===== src/rtl/bcp_driver.sv =====
// bcp_driver: sequences one Boolean-constraint-propagation run against an
// external clause checker. It loads a clause, strobes an evaluation, and waits
// a bounded time for a checker response. Each accepted unit implication is
// applied to the working free/assignment vectors, and the clause is evaluated
// again until a conflict, a timeout, a stale implication or no free variables
// remain.
//
// Handshake: start is a single-cycle request. It is accepted only on a cycle
// where busy=0 and is ignored otherwise. bcp_initial and en are single-cycle
// registered strobes to the checker. The checker response (flag, unit_exist,
// encoded_implication) is sampled only while waiting, in the three cycles
// that follow the en cycle. flag takes priority over unit_exist. If neither
// is seen by the third cycle, done rises in the fourth cycle after en.
module bcp_driver (
    input  logic        clk,
    input  logic        rst,
    input  logic        start,
    input  logic [11:0] clause_in,
    input  logic [3:0]  dec_free,
    input  logic [3:0]  dec_assign,
    output logic [11:0] initial_data,
    output logic        bcp_initial,
    output logic        en,
    output logic [3:0]  free,
    output logic [3:0]  assignment,
    input  logic        unit_exist,
    input  logic        flag,
    input  logic [1:0]  encoded_implication,
    output logic        busy,
    output logic        done,
    output logic        conflict,
    output logic [2:0]  implied_cnt,
    output logic [2:0]  state_dbg
);

    localparam logic [2:0] S_IDLE  = 3'd0;
    localparam logic [2:0] S_LOAD  = 3'd1;
    localparam logic [2:0] S_ARM   = 3'd2;
    localparam logic [2:0] S_EVAL  = 3'd3;
    localparam logic [2:0] S_WAIT  = 3'd4;
    localparam logic [2:0] S_APPLY = 3'd5;
    localparam logic [2:0] S_FIN   = 3'd6;

    logic [2:0]  state;
    logic [2:0]  state_nx;
    logic [11:0] clause_q;
    logic [3:0]  polarity;
    logic [2:0]  wait_cnt;
    logic [1:0]  imp_idx;
    logic [3:0]  free_upd;

    assign polarity     = clause_q[3:0];
    assign free_upd     = free & ~(4'b0001 << imp_idx);
    assign initial_data = clause_q;
    assign busy         = (state != S_IDLE);
    assign state_dbg    = state;

    // Next-state selection for the propagation sequence.
    always_comb begin
        state_nx = state;
        case (state)
            S_IDLE:  if (start) state_nx = S_LOAD;
            S_LOAD:  state_nx = S_ARM;
            S_ARM:   state_nx = S_EVAL;
            S_EVAL:  state_nx = S_WAIT;
            S_WAIT: begin
                if (flag)
                    state_nx = S_FIN;
                else if (unit_exist)
                    state_nx = S_APPLY;
                else if (wait_cnt == 3'd2)
                    state_nx = S_FIN;
            end
            // Re-evaluate only if the implication was applied and some
            // variable is still free.
            S_APPLY: begin
                if (free[imp_idx] && (free_upd != 4'b0000))
                    state_nx = S_EVAL;
                else
                    state_nx = S_FIN;
            end
            S_FIN:   state_nx = S_IDLE;
            default: state_nx = S_IDLE;
        endcase
    end

    // State register.
    always_ff @(posedge clk or negedge rst) begin
        if (!rst)
            state <= S_IDLE;
        else
            state <= state_nx;
    end

    // Checker strobes and done are decoded from the next state so that they
    // come straight out of flops and line up with the state they belong to.
    always_ff @(posedge clk or negedge rst) begin
        if (!rst) begin
            bcp_initial <= 1'b0;
            en          <= 1'b0;
            done        <= 1'b0;
        end else begin
            bcp_initial <= (state_nx == S_LOAD);
            en          <= (state_nx == S_EVAL);
            done        <= (state_nx == S_FIN);
        end
    end

    // Run datapath: capture on start, count the wait window, and apply
    // implications to the working vectors.
    always_ff @(posedge clk or negedge rst) begin
        if (!rst) begin
            clause_q    <= 12'd0;
            free        <= 4'b1111;
            assignment  <= 4'b0000;
            conflict    <= 1'b0;
            implied_cnt <= 3'd0;
            wait_cnt    <= 3'd0;
            imp_idx     <= 2'd0;
        end else begin
            case (state)
                S_IDLE: begin
                    if (start) begin
                        clause_q    <= clause_in;
                        free        <= dec_free;
                        assignment  <= dec_assign;
                        conflict    <= 1'b0;
                        implied_cnt <= 3'd0;
                    end
                end
                S_EVAL: wait_cnt <= 3'd0;
                S_WAIT: begin
                    wait_cnt <= wait_cnt + 3'd1;
                    if (flag)
                        conflict <= 1'b1;
                    else if (unit_exist)
                        imp_idx <= encoded_implication;
                end
                // A stale implication (variable already assigned) leaves the
                // vectors untouched.
                S_APPLY: begin
                    if (free[imp_idx]) begin
                        free                <= free_upd;
                        assignment[imp_idx] <= polarity[imp_idx];
                        if (implied_cnt != 3'd4)
                            implied_cnt <= implied_cnt + 3'd1;
                    end
                end
                default: ;
            endcase
        end
    end

endmodule


===== config.mk =====
export PLATFORM = sky130hd
export DESIGN_NAME = bcp_driver
export DESIGN_NICKNAME = d
export VERILOG_FILES = /design/src/rtl/bcp_driver.sv
export SDC_FILE = /design/constraint.sdc
export NUM_CORES = 1
export LEC_CHECK = 0
export ABC_AREA = 1
export CAP_MARGIN = 20
export CORE_MARGIN = 5
export CORE_UTILIZATION = 49
export DETAILED_ROUTE_END_ITERATION = 7
export PLACE_DENSITY = 0.85
export SYNTH_ARGS = -nofsm -noshare
export SYNTH_HDL_FRONTEND = slang
export SYNTH_SLANG_ARGS = --single-unit

===== constraint.sdc =====
create_clock -name clk -period 1.84 [get_ports clk]
set_input_delay 0.184 -clock clk [delete_from_list [all_inputs] [get_ports clk]]
set_output_delay 0.184 -clock clk [all_outputs]
set_load 0.03 [all_outputs]

Yosys cells after proc, flatten, opt, wreduce, memory -nomap -nowiden
Cells that the tools add are included.
{"block": "word_totals", "inputBits": 27, "reg_bits": 35, "word_cells": 73, "out_inout_bits": 31}
{"block": "op_classes", "magnitude_cmp": 2, "bitwise": 3, "reduce_logical": 13, "eq_ne": 14, "n_mux": 27, "addsub": 2, "shifts": 1}
{"operator": "two-way mux 3 bit", "n": 8}
{"operator": "case mux 3 bit (6 select lines)", "n": 1}
{"operator": "two-way mux 4 bit", "n": 4}
{"operator": "case mux 4 bit (2 select lines)", "n": 2}
{"operator": "== test 3 x 2 -> 1 bit (second input constant)", "n": 4}
{"operator": "case mux 3 bit (2 select lines)", "n": 2}
{"operator": "== test 3 bit (second input constant)", "n": 3}
{"operator": "AND reduction 3 bit", "n": 3}
{"operator": "inequality test 2 bit (second input constant)", "n": 4}
{"operator": "adder 3 x 1 -> 3 bit (second input constant)", "n": 2}
{"operator": "== test 3 x 1 -> 1 bit (second input constant)", "n": 2}
{"operator": "nonzero test 2 bit", "n": 3}
{"operator": "two-way mux 1 bit", "n": 5}
{"operator": "AND 4 bit", "n": 1}
{"operator": "binary-select mux 1 bit (select 2 bit)", "n": 2}
{"operator": "bitwise mux 4 bit", "n": 1}
{"operator": "NOT 4 bit", "n": 1}
{"operator": "AND reduction 4 bit", "n": 1}
{"operator": "nonzero test 4 bit", "n": 1}
{"operator": "left shift 1 x 2 -> 4 bit (first input constant)", "n": 1}
{"operator": "logical NOT 3 bit", "n": 1}
{"operator": "< comparator 2 x 3 -> 1 bit (second input constant)", "n": 1}
{"operator": "inequality test 3 bit (second input constant)", "n": 1}
{"operator": "nonzero test 3 bit", "n": 1}
{"operator": "6 further kinds", "n": 7}

Depth between registers and ports, before layout
Gate-level depths: netlist of the first run.
{"block": "depth", "depth_word": 8, "depth_mapped": 11, "depth_no_buf": 10}

Worst setup path before layout of the first run
No wires, ideal clock.
{"block": "synth_timing", "path_type": "reg2reg", "start": "register state[2], in the netlist state_dbg[2]", "end": "register implied_cnt[2]", "slack_ns": 0.371, "period_less_slack_ns": 1.469, "t_arrival_ns": 1.342, "setup_ns": 0.128, "required_ns": 1.712, "stages_incl_launch_ff": 9, "n_path_buf": 1, "path_cell_list": "dfrtp_1 inv_1 nor2_4 buf_4 nand2_1 nand2_1 o21ai_2 nand2_1 o21ai_0"}
{"block": "synth_between", "elab_chain_len": 3, "word_cells_on_any_way": 8, "cone_classes": "eq/ne (4); mux (1); reduce/logical (3)"}
{"item": "start: declaration", "line_no": "44", "rtl": "logic [2:0] state;"}
{"item": "start signal: assignment", "line_no": "92", "rtl": "state <= state_nx;"}
{"item": "== test 3 bit / logical NOT 3 bit (equally long branches)", "line_no": "121", "rtl": "case (state)"}
{"item": "inequality test 2 bit (no source line) / nonzero test 2 bit (equally long branches)"}
{"item": "AND reduction 4 bit (no source line)"}
{"item": "end signal: assignment", "line_no": "146", "rtl": "implied_cnt <= implied_cnt + 3'd1;"}
{"item": "end: declaration", "line_no": "32", "rtl": "output logic [2:0] implied_cnt,"}
Several ways; a longest one is shown, not always the timed one.
A chain may end at the register's enable or synchronous reset.

Worst setup path after layout of the first run
{"block": "layout_timing", "start": "register free[3]", "end": "output port free[3]"}
{"item": "start: declaration", "line_no": "24", "rtl": "output logic [3:0] free,"}
{"item": "start signal: assignment", "line_no": "125", "rtl": "free <= dec_free;"}
{"item": "start signal: assignment", "line_no": "143", "rtl": "free <= free_upd;"}
No word-level cell between the ends.

==> results of run 1 <==
-- kinds of logic (layout without fill, tap and decap cells) --
logic type               Yosys count  count (layout)  synth area share (%)
adder cells (fa/ha/maj)            4               4                  2.86
buffers and inverters             22              84                  5.79
flip-flops                        35              35                  50.4
XOR/XNOR                           1               1                 0.501
AO/OA/AOI/OAI                     22              22                  6.80
AND/OR/NAND/NOR                  140             140                  33.7
-- worst max path at each step --
stage	to	slack [ps]
after floorplan	implied_cnt[2]	370
after global placement	assignment[0]	280
after detailed placement	assignment[0]	250
after CTS	busy	0.8
after global routing	free[3]	10
final	free[3]	70
-- where the power goes --
| group | total (uW) | internal, uW | switching [uW] |
|---|---|---|---|
| registers | 1390 | 1130 | 262 |
| logic | 2290 | 877 | 1410 |
| clock network | 408 | 146 | 262 |
| total | 4080 | 2150 | 1930 |
-- layout make-up --
type | count | area, um2 | share of cell area (%)
Clock buffer | 5 | 37.5 | 1.55
Clock inverter | 3 | 20.0 | 0.828
Inverter | 16 | 60.1 | 2.48
Multi-Input combinational cell | 167 | 767 | 31.7
Sequential cell | 35 | 881 | 36.4
Tap cell | 46 | 57.6 | 2.38
Timing Repair Buffer | 60 | 596 | 24.6
-- per-stage QoR --
stage | std cells | setup WS, ps | hold slack [ps] | power, uW
after floorplan | 224 | 371 | -112 | 2860
after global placement | 324 | 283 | 458 | 3670
after detailed placement | 324 | 247 | 465 | 3710
after CTS | 332 | 0.829 | 239 | 4140
after global routing | 332 | 12.3 | 268 | 4430
final | 332 | 68.3 | 236 | 4080
-- metal layers --
metal,part of all wire (%),up-vias,track usage (%)
met5,0,-,0
met4,1.2,0,4.47
met3,8.1,4,6.81
met2,46,48,26.7
met1,44,704,21.6
li1,-,824,-
-- layout by cell type (no fill, tap or decap), drive strengths merged --
master           n
inv             16
buf              3
dfstp            4
xor2             1
a31oi            1
nand2          118
o21ai           18
clkinvlp         2
nand3           15
dfrtp           31
o32ai            1
clkdlybuf4s50   56
nor2             7
dlymetal6s2s     1
ha               4
clkinv           1
clkbuf           5
a21oi            2
-- cells in the mapped netlist, drive strengths merged --
cell   instances  area (um2)
o21ai         18        93.8
nand3         15        80.1
a21oi          2        10.0
buf            6        41.3
nand2        118         475
xor2           1        8.76
dfrtp         31         776
o32ai          1        8.76
dfstp          4         105
nor2           7        33.8
a31oi          1        6.26
inv           16        60.1
ha             4        50.1
-- flip-flops by register name, indices dropped and copies added (netlist names) --
name,flops
assignment,4
bcp_initial,1
conflict,1
done,1
en,1
free,4
imp_idx,2
implied_cnt,3
initial_data,12
state_dbg,3
wait_cnt,3
==> metrics.yaml, run 1 <==
critical_path:
  crit_path_end_kind: "output pin"
  cpPeakStageDelay_ps: 680
  crit_cells: 1
  cp-start-kind: "register"
  cp_top_family: "buffers and inverters"
  rr_startpoint: "state_dbg[1]"
  critPathSlowestCell: "clkdlybuf4s50_1"
  cp.buffers_inverters: 1
  required_ps: 1660
  path_class: "reg2out"
  reg2reg_slack_ps: 280
  startpoint: "free[3]"
  reg2reg_depth: 6
  path_cells: "clkdlybuf4s50_1"
  cp_max_fo: 4
  worst_r2r_endpoint: "assignment[0]"
  worstPathArrival_ps: 1590
yosys:
  synth_area_um2: 1750
  synth_cells: 224
  synth-seq-area-share_pct: 50.4
  synthesis.nets: 255
  synth.distinct_cells: 21
  ys_ff_latch: 35
  avgSynthCellArea_um2: 7.81
  yosysWarnings: 0
placement:
  hpwlAfterDp_um: 2930
  port_buffers: 57
  gp_congestion: 0.867
  place_area_um2: 2360
finish:
  antenna_cells: 0
  num-nets-final: 316
  area_delta_synth_final_pct: 38.3
  layout-drive-gt1-share_pct: 9.79
  finalCoreUtilization_pct: 71.4
  fillers: 274
  design_area_um2: 2420
floorplan:
  rows: 21
  ios: 58
  coreArea_um2: 3390
  die_area_um2: 4860
  initial_utilization_pct: 51.6
  die_h_um: 69.7
  die_x_um: 69.7
drt:
  vias: 1580
  drt-vias-per-instance: 4.76
  wl_per_cell_um: 11.5
  drc_errors: 0
  drt_iter0_drc: 124
  drt_wl_total_um: 3810
  ant_nets: 0
  drt-pass1-iter-count: 4
sta:
  tns_ps: 0
  max_slew_margin_pct: 71.7
  worst_slew_pin_slew_ps: 425
  min_period_ps: 1770
  finalHoldViolCount: 0
  fin_crit_sh_pct: 96.3
  slew_viol_final: 0
  fin_skew_ps: 9.30
  finalSetupViolCount: 0
  rsz0062_at_grt: "false"
  max_freq_mhz: 564
power:
  power_density_nw_per_um2: 1690
  p_leak_uw: 0.00120
  vdd_drop_max_mv: 0.881
global_route:
  antenna_found_initial: 0
  grt_first_pass_wirelength_um: 6620
  globalRouteOverflowTotal: 0
  grt_pass1_vias: 1501
  track_usage_pct: 16.9
  grt_max_degree: 36
clock_network:
  clk_pin_slew_ps: 100
  cts_sinks: 35
  cts_inserted_buffers: 5
  cts-root-buf: "clkbuf_4"
  cts_max_path_buffers: 2
  h-tree-depth: 2
  postCtsSetupBuffers: 0
  clkLatencyLatePin_ps: 340
  cts_hold_buf: 0
  cts.repair.resized: 0
  cts_tree: "done"
run:
  cap_violations: 0
worst_hold_path:
  hp-class: "in2async"
run_status:
  outcome: "finished, final reports clean"
No activity file was read; power rests on OpenSTA's default activity.
==> run 2: changes to the inputs <==
Settings changed: CORE_MARGIN 5 to 2, TNS_END_PERCENT from default to 1.
==> run 2 against run 1 <==
Net effect: die area down 16%; fmax down 2.2%; first-iteration DRC count down 27%; sequential cell count unchanged; global-route usage up 6.0 points; critical path depth unchanged; clock skew up 2.3 ps; combinational power about the same; register-to-register slack worse by 30 ps; largest cell class unchanged.
==> metrics.yaml, run 2 (synthesized netlist as in run 1, its figures left out) <==
global_route:
  track_usage_pct: 22.9  # +6.0 points
  grt_max_degree: 36  # unchanged
  grt_pass1_vias: 1660  # +11%
  globalRouteOverflowTotal: 0  # unchanged
  antenna_found_initial: 0  # unchanged
  grt_first_pass_wirelength_um: 7260  # +9.7%
floorplan:
  rows: 21  # unchanged
  die_area_um2: 4060  # -16%
  die_x_um: 63.7  # -8.6%
  die_h_um: 63.7  # -8.6%
  coreArea_um2: 3390  # unchanged
  initial_utilization_pct: 51.6  # unchanged
  ios: 58  # unchanged
finish:
  fin_cells: 332  # unchanged
  final_cell_mix: "111 x nand2_1, 56 x clkdlybuf4s50_1, 31 x dfrtp_1"
  layout-drive-gt1-share_pct: 9.79  # unchanged
  area_delta_synth_final_pct: 39.4
  antenna_cells: 0  # unchanged
  final_common_cell: "nand2_1"
  num-nets-final: 316  # unchanged
  largest_reg_flops: 12  # unchanged
clock_network:
  cts-root-buf: "clkbuf_4"
  clkLatencyLatePin_ps: 360  # +20 ps
  cts_tree: "done"
  cts_sinks: 35  # unchanged
  clk_pin_slew_ps: 120  # +20 ps
  h-tree-depth: 2  # unchanged
  postCtsSetupBuffers: 0  # unchanged
  cts_max_path_buffers: 2  # unchanged
  cts_inserted_buffers: 5  # unchanged
sta:
  max_slew_margin_pct: 72.1  # +0.48 points
  finalSetupViolCount: 0  # unchanged
  max_freq_mhz: 552  # -2.2%
  worst_slew_pin_slew_ps: 418  # -7.17 ps
  slew_viol_final: 0  # unchanged
  finalHoldViolCount: 0  # unchanged
  tns_ps: 0  # unchanged
  rsz0062_at_grt: "false"
  fin_skew_ps: 11.6  # +2.26 ps
  fin_crit_sh_pct: 98.5  # +2.2 points
  min_period_ps: 1810  # +40.3 ps
critical_path:
  rr_startpoint: "state_dbg[1]"
  cp-start-kind: "register"
  cp_max_fo: 4  # unchanged
  reg2reg_slack_ps: 250  # -30 ps
  cpPeakStageDelay_ps: 680  # about the same
  required_ps: 1660  # about the same
  timing.critical_path.to: "free[1]"
  cp.buffers_inverters: 1  # unchanged
  path_cells: "clkdlybuf4s50_1"
  reg2reg_depth: 6  # unchanged
  cp_top_family: "buffers and inverters"
  critPathSlowestCell: "clkdlybuf4s50_1"
  worstPathArrival_ps: 1630  # +40 ps
  worst_r2r_endpoint: "implied_cnt[0]"
  path_class: "reg2out"
  crit_path_end_kind: "output pin"
  crit_cells: 1  # unchanged
  startpoint: "free[1]"
placement:
  dp_cells: 324  # unchanged
  hpwlAfterDp_um: 2970  # +1.3%
  port_buffers: 57  # unchanged
  gp_congestion: 0.820  # -5.5%
power:
  vdd_drop_max_mv: 0.861  # -2.3%
  p_leak_uw: 0.00121  # +1.0%
  power_density_nw_per_um2: 1750  # +3.9%
drt:
  wl_per_cell_um: 12.2  # +6.3%
  drt_iter0_drc: 91  # -27%
  ant_nets: 0  # unchanged
  drt_wl_total_um: 4050  # +6.3%
  route.met3.wl_um: 251  # -19%
  wl_met1_um: 1750  # +3.9%
  wl_met2_um: 1960  # +10%
  top_layer: "met4"
  vias: 1638  # +3.7%
  drt-pass1-iter-count: 4  # unchanged
  drc_errors: 0  # unchanged
  drt-vias-per-instance: 4.93  # +3.7%
run:
  cap_violations: 0  # unchanged
run_status:
  outcome: "finished, final reports clean"
worst_hold_path:
  hp-class: "in2async"
[run 2: how the worst min path moves through the flow]
| stage | start | endpoint | slack [ps] |
|---|---|---|---|
| after floorplan | rst | assignment[0] | -110 |
| after global placement | assignment[1] | assignment[1] | 460 |
| after detailed placement | assignment[0] | assignment[0] | 460 |
| after CTS | rst | assignment[1] | 240 |
| after global routing | rst | assignment[3] | 270 |
| final | rst | assignment[3] | 220 |
[run 2: final cells by class]
class / instances / area, um2
fillers: 250 / 951
flip-flops and latches: 35 / 881
multi-input cells: 167 / 767
repair buffers: 60 / 592
inverters: 16 / 60.1
well taps: 46 / 57.6
clock inverters: 3 / 43.8
clock buffers: 5 / 37.5
[run 2: metal layers]
layer	track usage [%]	vias to the layer above
met1	27.1	753
li1	-	821
met3	5.99	9
met4	10.6	0
met5	0	-
met2	39.1	55
[run 2: metrics by stage]
| step | instance area (um2) | hold WS (ps) | total power [uW] | utilization, % | setup slack [ps] |
|---|---|---|---|---|---|
| detailed placement | 2360 | 458 | 3730 | 69.6 | 309 |
| CTS | 2440 | 242 | 4290 | 71.9 | 36.2 |
| global route | 2440 | 266 | 4600 | 71.9 | 2.93 |
| finish | 2440 | 222 | 4280 | 71.9 | 28.0 |
| global placement | 2360 | 457 | 3660 | 69.6 | 381 |
| floorplan | 1750 | -112 | 2860 | - | 371 |
[run 2: timing repair]
action | 4_1_cts | 5_1_grt
gates resized for setup | 1 | 0
hold buffers | 0 | 0
endpoints found under the setup margin | 1 | 0
[run 2: power breakdown]
| part | switching, uW | internal (uW) | total (uW) |
|---|---|---|---|
| logic | 1440 | 868 | 2300 |
| registers | 273 | 1130 | 1400 |
| clock network | 286 | 286 | 571 |
==> run 3: changes to the inputs <==
Settings changed: CORE_ASPECT_RATIO from default to 0.7.
==> run 3 against run 2 <==
Net effect: non-clock buffer count increased by 1; sequential share of layout area decreased by 0.74 points; critical path depth unchanged; core utilization decreased by 0.16 points; cell count increased by 1.5%; worst setup slack improved by 110 ps.
==> metrics.yaml, run 3 (synthesized netlist as in run 1, its figures left out) <==
global_route:
  antenna_found_initial: 0  # unchanged
  grt_max_degree: 36  # unchanged
  grt_pass1_vias: 1453  # -12%
  track_usage_pct: 21.2  # -1.7 points
  grt_first_pass_wirelength_um: 6370  # -12%
  globalRouteOverflowTotal: 0  # unchanged
sta:
  fin_skew_ps: 4.79  # -6.78 ps
  max_freq_mhz: 586  # +6.2%
  fin_crit_sh_pct: 92.7  # -5.7 points
  finalSetupViolCount: 0  # unchanged
  holdWs_ps: 294  # +72.6 ps
  tns_ps: 0  # unchanged
  max_slew_margin_pct: 71.9  # -0.27 points
  finalHoldViolCount: 0  # unchanged
  rsz0062_at_grt: "false"
  worst_slew_pin_slew_ps: 422  # +4.01 ps
  min_period_ps: 1710  # -106 ps
  slew_viol_final: 0  # unchanged
drt:
  ant_nets: 0  # unchanged
  drt_wl_total_um: 3840  # -5.4%
  drt-pass1-iter-count: 4  # unchanged
  drt_iter0_drc: 120  # +32%
  drt-vias-per-instance: 4.70  # -4.7%
  vias: 1585  # -3.2%
  drc_errors: 0  # unchanged
  wl_per_cell_um: 11.4  # -6.8%
placement:
  gp_congestion: 0.895  # +9.2%
  hpwlAfterDp_um: 2910  # -2.0%
  port_buffers: 57  # unchanged
critical_path:
  rr_startpoint: "state_dbg[1]"
  critPathSlowestCell: "clkdlybuf4s50_1"
  worstPathArrival_ps: 1520  # -110 ps
  reg2reg_slack_ps: 380  # +130 ps
  cp_top_family: "buffers and inverters"
  cp.buffers_inverters: 1  # unchanged
  cpPeakStageDelay_ps: 680  # about the same
  crit_path_end_kind: "output pin"
  path_cells: "clkdlybuf4s50_1"
  cp_max_fo: 4  # unchanged
  startpoint: "free[3]"
  path_class: "reg2out"
  cp-start-kind: "register"
  required_ps: 1660  # about the same
power:
  vdd_drop_max_mv: 1.12  # +30%
  p_leak_uw: 0.00123  # +1.9%
  power_density_nw_per_um2: 1770  # +0.83%
floorplan:
  die_h_um: 54.0  # -15%
  die_x_um: 75.4  # +18%
  rows: 18  # -14%
  initial_utilization_pct: 50.4  # -1.2 points
  ios: 58  # unchanged
  die_area_um2: 4070  # +0.20%
  coreArea_um2: 3470  # +2.3%
finish:
  fillers: 289  # +16%
  final_cell_mix: "111 x nand2_1, 56 x clkdlybuf4s50_1, 31 x dfrtp_1"
  area_delta_synth_final_pct: 42.3
  num-nets-final: 317  # +0.32%
  multi_input_comb_area_um2: 767  # unchanged
  final_common_cell: "nand2_1"
  antenna_cells: 0  # unchanged
  layout-drive-gt1-share_pct: 10.1  # +0.31 points
  finalCoreUtilization_pct: 71.8  # -0.16 points
  largest_reg_flops: 12  # unchanged
  seq_area_um2: 881  # unchanged
clock_network:
  cts_max_path_buffers: 2  # unchanged
  cts-root-buf: "clkbuf_8"
  h-tree-depth: 2  # unchanged
  cts_sinks: 35  # unchanged
  postCtsSetupBuffers: 0  # unchanged
  cts_hold_buf: 0  # unchanged
  cts_inserted_buffers: 5  # unchanged
  cts_tree: "done"
  clk_pin_slew_ps: 70  # -50 ps
  clkLatencyLatePin_ps: 290  # -70 ps
  cts.repair.resized: 0  # -1
run_status:
  outcome: "finished, final reports clean"
worst_hold_path:
  hp-class: "in2async"
run:
  cap_violations: 0  # unchanged
[run 3: changes by cell type in the layout (fill, tap and decap cells not counted)]
cell	previous run	this run
clkbuf_4	5	0
clkbuf_8	0	5
buf_4	3	4
clkinv_2	1	0
dlygate4sd2_1	1	0
dlymetal6s2s_1	0	1
inv_6	0	1
[run 3: worst paths after layout]
path	depth (start not counted)	end
min reg2reg	2	assignment[0]
max in group asynchronous	2	free[2]
min in group clk	3	initial_data[11]
max reg2reg	9	assignment[2]
min	2	implied_cnt[0]
max	1	free[3]
[run 3: cell type report]
| cell class | instances | share of cell area [%] |
|---|---|---|
| clock buffer | 5 | 2.76 |
| clock inverter | 3 | 1.91 |
| inverter | 16 | 2.41 |
| multi-input combinational | 167 | 30.8 |
| sequential | 35 | 35.4 |
| tap | 50 | 2.51 |
| timing repair buffer | 61 | 24.2 |
[run 3: through the flow]
step           power (uW)  instances  cell area, um2  worst slack [ps]
2_1_floorplan        2860        224            1750               371
3_3_place_gp         3670        329            2370               410
3_5_place_dp         3710        329            2370               381
4_1_cts              4430        337            2490              58.1
5_1_grt              4730        337            2490              92.0
6_report             4400        337            2490               134
[run 3: metal layers]
metal	GRT usage, %	vias up	share of wire (%)	wire length (um)
met3	8.43	7	8.6	329
met5	0	-	0	0
met1	29.3	706	47	1800
met4	7.31	0	1.4	54
met2	30.3	48	43	1650
li1	-	824	-	-
[run 3: power by group]
group          switching, uW  leakage, uW  internal [uW]
clock network            293    0.0000587            410
registers                258     0.000438           1130
logic                   1430     0.000737            885
total                   1980      0.00123           2430
